<file path="src/rtl/hazard_scoreboard_if.sv">
// Bundle between the D/E pipeline control and hazard_scoreboard: D-stage operand
// and destination fields, branch flush, W-stage result, and the stall/flush/forward controls.
interface hazard_scoreboard_if #(
    parameter int WIDTH  = 32,
    parameter int REG_AW = 5,
    parameter int SEL_W  = 3,
    parameter int CNT_W  = 16
);
    logic              d_valid;
    logic [REG_AW-1:0] d_rs1;
    logic [REG_AW-1:0] d_rs2;
    logic [REG_AW-1:0] d_rd;
    logic              d_regwrite;
    logic              d_is_load;
    logic              flush;
    logic [WIDTH-1:0]  w_result;

    logic              stall_f;
    logic              stall_d;
    logic              flush_d;
    logic              bubble_e;
    logic [SEL_W-1:0]  fwd_a;
    logic [SEL_W-1:0]  fwd_b;
    logic [WIDTH-1:0]  retired_data;
    logic [CNT_W-1:0]  stall_cycles;

    modport master (
        output d_valid, d_rs1, d_rs2, d_rd, d_regwrite, d_is_load, flush, w_result,
        input  stall_f, stall_d, flush_d, bubble_e, fwd_a, fwd_b, retired_data, stall_cycles
    );

    modport slave (
        input  d_valid, d_rs1, d_rs2, d_rd, d_regwrite, d_is_load, flush, w_result,
        output stall_f, stall_d, flush_d, bubble_e, fwd_a, fwd_b, retired_data, stall_cycles
    );
endinterface

</file>
<file path="src/rtl/hazard_scoreboard.sv">
// Hazard/forwarding controller tracking in-flight destinations from E (entry 1) to W (entry DEPTH).
// Optional macro HAZARD_WB_BYPASS_EN adds a retired slot forwardable as select DEPTH+1.
module hazard_scoreboard #(
    parameter int WIDTH      = 32,
    parameter int REG_AW     = 5,
    parameter int DEPTH      = 3,
    parameter int LOAD_AVAIL = 3,
    parameter int CNT_W      = 16
) (
    input logic           clk,
    input logic           rst,
    hazard_scoreboard_if.slave sb
);
    localparam int SEL_W = $clog2(DEPTH + 2);

    typedef struct packed {
        logic              valid;
        logic [REG_AW-1:0] rd;
        logic              regwrite;
        logic              is_load;
    } entry_t;

    entry_t            ent_q [1:DEPTH];
    entry_t            ent_d [1:DEPTH];
    logic [REG_AW-1:0] e_rs1_q, e_rs1_d;
    logic [REG_AW-1:0] e_rs2_q, e_rs2_d;
    logic [CNT_W-1:0]  stall_cnt_q, stall_cnt_d;
`ifdef HAZARD_WB_BYPASS_EN
    entry_t            ret_q, ret_d;
    logic [WIDTH-1:0]  ret_data_q, ret_data_d;
`else
    logic              unused_w_result;
    assign unused_w_result = ^sb.w_result;
`endif

    logic              load_use;
    logic              stall;
    logic              bubble;
    logic [SEL_W:0]    pick_a;
    logic [SEL_W:0]    pick_b;

    function automatic logic producer(input entry_t e, input logic [REG_AW-1:0] s);
        return e.valid && e.regwrite && (e.rd == s) && (s != '0);
    endfunction

    // Returns {unreachable_load, select}; walks oldest to youngest so the youngest match wins.
    function automatic logic [SEL_W:0] fwd_pick(input logic [REG_AW-1:0] s);
        logic [SEL_W-1:0] sel;
        logic             bad;
        sel = '0;
        bad = 1'b0;
`ifdef HAZARD_WB_BYPASS_EN
        if (producer(ret_q, s)) begin
            bad = ret_q.is_load && (DEPTH + 1 < LOAD_AVAIL);
            sel = bad ? '0 : SEL_W'(DEPTH + 1);
        end
`endif
        for (int k = DEPTH; k >= 2; k--) begin
            if (producer(ent_q[k], s)) begin
                bad = ent_q[k].is_load && (k < LOAD_AVAIL);
                sel = bad ? '0 : SEL_W'(k);
            end
        end
        return {bad, sel};
    endfunction

    always_comb begin
        load_use = 1'b0;
        for (int k = 1; k <= DEPTH; k++) begin
            if (ent_q[k].is_load && (k + 1 < LOAD_AVAIL) &&
                (producer(ent_q[k], sb.d_rs1) || producer(ent_q[k], sb.d_rs2)))
                load_use = 1'b1;
        end
        load_use = load_use && sb.d_valid;
        stall    = load_use && !sb.flush;
        bubble   = load_use || sb.flush;
        pick_a   = fwd_pick(e_rs1_q);
        pick_b   = fwd_pick(e_rs2_q);
    end

    // Sources of an invalid E slot are stored as x0 so they can never match.
    always_comb begin
        ent_d[1] = '0;
        e_rs1_d  = '0;
        e_rs2_d  = '0;
        if (sb.d_valid && !bubble) begin
            ent_d[1].valid    = 1'b1;
            ent_d[1].rd       = sb.d_rd;
            ent_d[1].regwrite = sb.d_regwrite;
            ent_d[1].is_load  = sb.d_is_load;
            e_rs1_d           = sb.d_rs1;
            e_rs2_d           = sb.d_rs2;
        end
        for (int k = 2; k <= DEPTH; k++) begin
            ent_d[k] = ent_q[k-1];
        end
        stall_cnt_d = (stall && (stall_cnt_q != '1)) ? stall_cnt_q + 1'b1 : stall_cnt_q;
`ifdef HAZARD_WB_BYPASS_EN
        ret_d      = ent_q[DEPTH];
        ret_data_d = sb.w_result;
`endif
    end

    always_ff @(posedge clk) begin
        if (!rst) begin
            for (int k = 1; k <= DEPTH; k++) begin
                ent_q[k] <= '0;
            end
            e_rs1_q     <= '0;
            e_rs2_q     <= '0;
            stall_cnt_q <= '0;
`ifdef HAZARD_WB_BYPASS_EN
            ret_q       <= '0;
            ret_data_q  <= '0;
`endif
        end else begin
            for (int k = 1; k <= DEPTH; k++) begin
                ent_q[k] <= ent_d[k];
            end
            e_rs1_q     <= e_rs1_d;
            e_rs2_q     <= e_rs2_d;
            stall_cnt_q <= stall_cnt_d;
`ifdef HAZARD_WB_BYPASS_EN
            ret_q       <= ret_d;
            ret_data_q  <= ret_data_d;
`endif
        end
    end

    // A load seen before LOAD_AVAIL means the stall logic let a dependent slip through.
    always @(posedge clk) begin
        if (rst) begin
            assert (!(pick_a[SEL_W] || pick_b[SEL_W]));
        end
    end

    assign sb.stall_f      = rst && stall;
    assign sb.stall_d      = rst && stall;
    assign sb.flush_d      = rst && sb.flush;
    assign sb.bubble_e     = rst && bubble;
    assign sb.fwd_a        = rst ? pick_a[SEL_W-1:0] : '0;
    assign sb.fwd_b        = rst ? pick_b[SEL_W-1:0] : '0;
    assign sb.stall_cycles = rst ? stall_cnt_q : '0;
`ifdef HAZARD_WB_BYPASS_EN
    assign sb.retired_data = rst ? ret_data_q : '0;
`else
    assign sb.retired_data = '0;
`endif
endmodule

</file>
<file path="src/flat_wrapper.sv">
// flat-port wrapper written by rule: the top's interface ports become plain ports
module hazard_scoreboard_flat 
#(
    parameter int WIDTH      = 32,
    parameter int REG_AW     = 5,
    parameter int DEPTH      = 3,
    parameter int LOAD_AVAIL = 3,
    parameter int CNT_W      = 16
)
  (clk, rst, sb_d_valid, sb_d_rs1, sb_d_rs2, sb_d_rd, sb_d_regwrite, sb_d_is_load, sb_flush, sb_w_result, sb_stall_f, sb_stall_d, sb_flush_d, sb_bubble_e, sb_fwd_a, sb_fwd_b, sb_retired_data, sb_stall_cycles);
  hazard_scoreboard_if #(.WIDTH(WIDTH), .REG_AW(REG_AW), .SEL_W(3), .CNT_W(CNT_W)) sb_i ();
  input logic clk;
  input logic rst;
  input wire logic [$bits(sb_i.d_valid)-1:0] sb_d_valid;
  input wire logic [$bits(sb_i.d_rs1)-1:0] sb_d_rs1;
  input wire logic [$bits(sb_i.d_rs2)-1:0] sb_d_rs2;
  input wire logic [$bits(sb_i.d_rd)-1:0] sb_d_rd;
  input wire logic [$bits(sb_i.d_regwrite)-1:0] sb_d_regwrite;
  input wire logic [$bits(sb_i.d_is_load)-1:0] sb_d_is_load;
  input wire logic [$bits(sb_i.flush)-1:0] sb_flush;
  input wire logic [$bits(sb_i.w_result)-1:0] sb_w_result;
  output wire logic [$bits(sb_i.stall_f)-1:0] sb_stall_f;
  output wire logic [$bits(sb_i.stall_d)-1:0] sb_stall_d;
  output wire logic [$bits(sb_i.flush_d)-1:0] sb_flush_d;
  output wire logic [$bits(sb_i.bubble_e)-1:0] sb_bubble_e;
  output wire logic [$bits(sb_i.fwd_a)-1:0] sb_fwd_a;
  output wire logic [$bits(sb_i.fwd_b)-1:0] sb_fwd_b;
  output wire logic [$bits(sb_i.retired_data)-1:0] sb_retired_data;
  output wire logic [$bits(sb_i.stall_cycles)-1:0] sb_stall_cycles;
  assign sb_i.d_valid = sb_d_valid;
  assign sb_i.d_rs1 = sb_d_rs1;
  assign sb_i.d_rs2 = sb_d_rs2;
  assign sb_i.d_rd = sb_d_rd;
  assign sb_i.d_regwrite = sb_d_regwrite;
  assign sb_i.d_is_load = sb_d_is_load;
  assign sb_i.flush = sb_flush;
  assign sb_i.w_result = sb_w_result;
  assign sb_stall_f = sb_i.stall_f;
  assign sb_stall_d = sb_i.stall_d;
  assign sb_flush_d = sb_i.flush_d;
  assign sb_bubble_e = sb_i.bubble_e;
  assign sb_fwd_a = sb_i.fwd_a;
  assign sb_fwd_b = sb_i.fwd_b;
  assign sb_retired_data = sb_i.retired_data;
  assign sb_stall_cycles = sb_i.stall_cycles;
  hazard_scoreboard #(.WIDTH(WIDTH), .REG_AW(REG_AW), .DEPTH(DEPTH), .LOAD_AVAIL(LOAD_AVAIL), .CNT_W(CNT_W)) u_core (.clk(clk), .rst(rst), .sb(sb_i));
endmodule
</file>
<file path="config.mk">
export PLATFORM = sky130hd
export DESIGN_NAME = hazard_scoreboard_flat
export DESIGN_NICKNAME = d
export VERILOG_FILES = /design/src/rtl/hazard_scoreboard_if.sv /design/src/rtl/hazard_scoreboard.sv /design/src/flat_wrapper.sv
export SDC_FILE = /design/constraint.sdc
export NUM_CORES = 1
export LEC_CHECK = 0
export CAP_MARGIN = 25
export CELL_PAD_IN_SITES_DETAIL_PLACEMENT = 0
export CELL_PAD_IN_SITES_GLOBAL_PLACEMENT = 1
export CORE_ASPECT_RATIO = 1.25
export CORE_MARGIN = 2
export CORE_UTILIZATION = 34
export CTS_BUF_LIST = sky130_fd_sc_hd__clkbuf_2 sky130_fd_sc_hd__clkbuf_4 sky130_fd_sc_hd__clkbuf_8
export DETAILED_ROUTE_END_ITERATION = 10
export GPL_TIMING_DRIVEN = 0
export PLACE_DENSITY = 0.95
export RECOVER_POWER = 50
export REMOVE_ABC_BUFFERS = 1
export SLEW_MARGIN = 10
export SYNTH_ARGS = -nofsm -noshare
export SYNTH_HDL_FRONTEND = slang
export SYNTH_SLANG_ARGS = --single-unit
</file>
<file path="constraint.sdc">
create_clock -name clk -period 6.6 [get_ports clk]
set_clock_uncertainty 0.15 [all_clocks]
set_input_delay 1.98 -clock clk [delete_from_list [all_inputs] [get_ports clk]]
set_output_delay 1.98 -clock clk [all_outputs]
set_load 0.01 [all_outputs]
</file>
Yosys cells after proc, flatten, opt, wreduce, memory -nomap -nowiden
Memory sizes are Yosys's and may differ from the RTL's.
Index checks and enable logic that the tools add are counted.

operators by class
  equality and inequality tests = 7
  muxes and demuxes = 15
  reductions and logical operators = 32
  add/subtract/negate cells = 1
  bitwise operators = 3

operator list
  kind                                           number
  2-to-1 mux 8 bit                               4
  equality test 5 bit                            6
  logical AND 1 bit                              23
  nonzero test 5 bit                             4
  adder 16 x 1 -> 16 bit, second input constant  1
  2-to-1 mux 16 bit                              1
  != test 16 bit, second input constant          1
  2-to-1 mux 3 bit                               4
  2-to-1 mux 2 bit                               3
  2-to-1 mux 1 bit                               3
  OR 1 bit                                       3
  zero test 1 bit                                2
  logical OR 1 bit                               2
  AND reduction 2 bit                            1

word-level totals
  RAM bits = 24
  memories kept = 1
  flip-flop bits (word level) = 26
  logic and storage cells = 62
  input port bits = 53
  output and inout port bits = 58

memory list
  name          words  width  rd ports  clocked after Yosys merged registers in  wr ports  line                     text
  u_core.ent_q  3      8      3         0                                        3         hazard_scoreboard.sv:23  entry_t ent_q [1:DEPTH];

Depth between registers and ports, before layout
An unclocked memory read counts as a cell.

  word-level depth = 13
  depth in mapped cells = 7
  depth with buffers taken out = 7

Worst setup path before layout
OpenSTA, ideal clock, no wires.

  path type = input-to-output
  start point = input rst
  end point = output sb_fwd_b[1]
  path buffers = 0
  required time = 4.470 ns
  stages on the path = 4
  setup slack = 1.360 ns
  arrival time = 3.110 ns
  path through = nand3_1 or4_1 a2111oi_2 o21bai_1

between the ends
  cells in the longest elaborated chain, start to end = 1

RTL lines
  what                line                      text
  start: declaration  flat_wrapper.sv:13        input logic rst;
  2-to-1 mux 3 bit    hazard_scoreboard.sv:142  assign sb.fwd_b = rst ? pick_b[SEL_W-1:0] : '0;
  end: declaration    flat_wrapper.sv:27        output wire logic [$bits(sb_i.fwd_b)-1:0] sb_fwd_b;

No other way between the ends.

Worst setup path after layout
Same ends and word-level chain as after synthesis.

==> flow_metrics.py <==
metrics = {
    "outcome": {
        "status": "finished, violations left",
        "failed_checks": "max-capacitance violations, max-slew violations",
    },
    "finish": {
        "layout_commonest_cell": "dfxtp_1",
        "num_antenna_cells": 0,
        "area_delta_synth_final_pct": 17.8,
        "post-route-util_pct": 41.5,
        "layout_common_cells": "dfxtp_1, and2_1, clkdlybuf4s50_1",
        "nFillCells": 741,
        "drive_gt1_share_pct": 5.03,
        "fin_cells": 430,
        "finish.net_count": 391,
    },
    "clock_network": {
        "ctsHoldBuffers": 0,
        "clk_latency_ns": 0.30,
        "clock_sinks": 49,
        "htreeDepth": 2,
        "clockBufferDepth": 2,
        "cts-resized-gates": 1,
        "ctsRootBufferMaster": "clkbuf_8",
        "cts_made_buffers": 5,
        "tritoncts": "built",
        "cts.clk_slew.worst_paths_ns": 0.10,
        "postCtsSetupRepairBufs": 0,
    },
    "placed_design": {
        "numPortBuffers": 44,
        "dp_hpwl_mm": 4.11,
        "place.gp.congestion": 0.861,
        "dp_cells": 422,
        "post-place-ws_ns": -0.160,
    },
    "route": {
        "wire_per_inst_microns": 12.3,
        "drtAntennaViolNets": 0,
        "routed_wl_mm": 5.28,
        "drt_iter0_markers": 93,
        "drcViolationCount": 0,
        "firstDrtPassIters": 4,
        "routed_via_density": 4.69,
        "num_vias": 2017,
    },
    "logic_synthesis": {
        "yosysSeqAreaShare_pct": 37.4,
        "synth-async-reset-ratio_pct": 0,
        "yosys_warnings": 0,
        "ys_ff_latch": 49,
        "synthFlopType": "dfxtp_1",
        "syn_inst": 295,
        "synthTopCellsByArea": "dfxtp_1, and2_1, buf_4",
        "synth_cell_types": 46,
        "avgSynthCellArea_sq_um": 8.89,
        "synth_edf_count": 0,
        "synth_area_leader_cell": "dfxtp_1",
        "synth_top_area_share_pct": 37.4,
        "syn_area_sq_mm": 0.00262,
    },
    "setup_path": {
        "path_cells": "clkdlybuf4s15_1, nand3_1, or4_1, a2111oi_2, o21bai_1, clkdlybuf4s50_1",
        "critical_path_class": "in -> out",
        "reg2reg_to": "u_core.e_rs2_q[4]",
        "reg2regPathDepth": 6,
        "worst_ep_arrival_time_ns": 4.27,
        "critPathMaxFanout": 20,
        "crit_cells": 6,
        "r2r_slack_ns": 3.84,
        "critPathCaptureType": "output port",
        "crit_path_max_incr_delay_ns": 0.57,
        "endpoint": "sb_fwd_b[1]",
        "cp_slowest_cell": "clkdlybuf4s15_1",
        "critPathBufInv": 2,
        "critPathLaunch": "rst",
        "critPathTopFamily": "buffers and inverters",
        "r2r-start": "u_core.ent_q[0][10]",
        "cp-start-kind": "input port",
        "critPathRequiredTime_ns": 4.47,
    },
    "sta": {
        "fin_crit_sh_pct": 96.9,
        "worstMarginPinSlew_ns": 1.54,
        "fin_ws_ns": 0.204,
        "period_minus_slack_ns": 6.40,
        "relSlewSlack_pct": -3.49,
        "fmax_mhz": 156,
        "hold_viol": 0,
        "rsz0062_at_grt": "no",
        "final-setup-viol-count": 0,
        "slew_viol_final": 19,
    },
    "global_route": {
        "grt_max_degree": 21,
        "grt_usage_pct": 12.8,
        "grt_remaining_overflow": 0,
        "grt_pass1_wl_mm": 8.45,
        "grt_pass1_vias": 1906,
        "antenna_found_initial": 0,
    },
    "power": {
        "power.leakage_nw": 1.30,
        "ir_drop_uv": 104,
        "power_frac_seq_pct": 55.9,
        "combPwrFrac_pct": 9.2,
        "p_int_uw": 401,
        "pwr_density_cell_mw_per_mm2": 176,
        "switching_power_uw": 143,
        "p_sw_share_pct": 26.3,
        "clkPwrFrac_pct": 34.9,
    },
    "floorplan": {
        "dieWidth_microns": 82.6,
        "die_area_sq_mm": 0.00844,
        "ioPinCount": 111,
        "die_y_microns": 102,
        "initial_core_util_pct": 35.2,
        "num_rows": 35,
        "core-area_sq_mm": 0.00744,
    },
    "min_path": {
        "hp-class": "reg -> reg",
    },
    "run": {
        "maxCapViolations": 1,
    },
}
[synthesized netlist by cell type (3+ instances only)]
library cell and number:
nor2_1 19, xnor2_1 8, and4_1 3, or4_1 4, buf_4 35, dfxtp_1 49
and2_1 47, nand4_1 6, inv_1 3, clkbuf_1 4, nor3_1 6, buf_6 3
nand2_1 16, nand3_1 12, xor2_1 20, nor4_1 7, and3_1 6, mux2_1 8
a21oi_1 4
[worst reg2reg max path, stage by stage, from the launching register on]
cell and delay, ns:
dfxtp_1 0.37, nor4_1 0.28, o21ai_1 0.15, nand3_1 0.09, nand2_1 0.12, a211oi_1 1.27
and2_1 0.27
[layer usage]
layer	share of wire (%)	global-route usage, %	vias up
li1	-	-	1017
met5	0	0	-
met1	41	14.3	935
met4	1.6	4.54	0
met2	53	24.1	56
met3	4.6	2.21	9
[layout make-up]
type	count	area, sq um	area share (%)
clock buffers	5	68.8	2.23
clock inverters	3	28.8	0.931
inverters	3	11.3	0.364
multi-input cells	233	1430	46.3
flip-flops and latches	49	981	31.7
well taps	92	115	3.72
repair buffers	45	455	14.7
[registers in the layout, summed over array words and instances, names as in the netlist]
| register | count |
|---|---|
| u_core.e_rs1_q | 5 |
| u_core.ent_q | 23 |
| u_core.e_rs2_q | 5 |
| u_core.stall_cnt_q | 16 |
[power groups by stage]
stage,clock (mW),sequential (mW),combinational (mW)
2_1_floorplan,0,0.310,0.0272
3_3_place_gp,0,0.311,0.0489
3_5_place_dp,0,0.311,0.0507
4_1_cts,0.196,0.304,0.0508
5_1_grt,0.208,0.305,0.0570
6_report,0.190,0.304,0.0501
[stage by stage]
step / setup TNS (ns) / power [mW] / cell area (sq um) / hold slack (ns)
5_1_grt: 0 / 0.569 / 3090 / 0.335
3_3_place_gp: -1.25 / 0.360 / 2990 / 0.292
2_1_floorplan: 0 / 0.337 / 2430 / 0.285
4_1_cts: 0 / 0.551 / 3100 / 0.319
3_5_place_dp: -0.222 / 0.362 / 3000 / 0.295
6_report: 0 / 0.544 / 3090 / 0.309
[how the worst min path moves through the flow]
stage | startpoint | endpoint | slack, ns | cells past startpoint
6_report | u_core.ent_q[0][15] | u_core.ent_q[0][23] | 0.31 | 1
3_5_place_dp | u_core.ent_q[0][15] | u_core.ent_q[0][23] | 0.30 | 1
4_1_cts | u_core.ent_q[0][15] | u_core.ent_q[0][23] | 0.32 | 1
2_1_floorplan | u_core.ent_q[0][9] | u_core.ent_q[0][17] | 0.28 | 1
5_1_grt | u_core.ent_q[0][15] | u_core.ent_q[0][23] | 0.34 | 1
3_3_place_gp | u_core.ent_q[0][15] | u_core.ent_q[0][23] | 0.29 | 1
[logic make-up (layout without fill, tap and decap cells)]
family	after synthesis	after routing	synth area share [%]
simple gates	141	141	30.6
flops	49	49	37.4
buf+inv	46	56	12.5
xor+xnor	28	28	9.35
compound gates	20	20	5.72
mux	9	9	3.82
fa+ha+maj	1	1	0.477
other cells	1	34	0.143
Note: power is estimated with default switching activity, not from simulation.
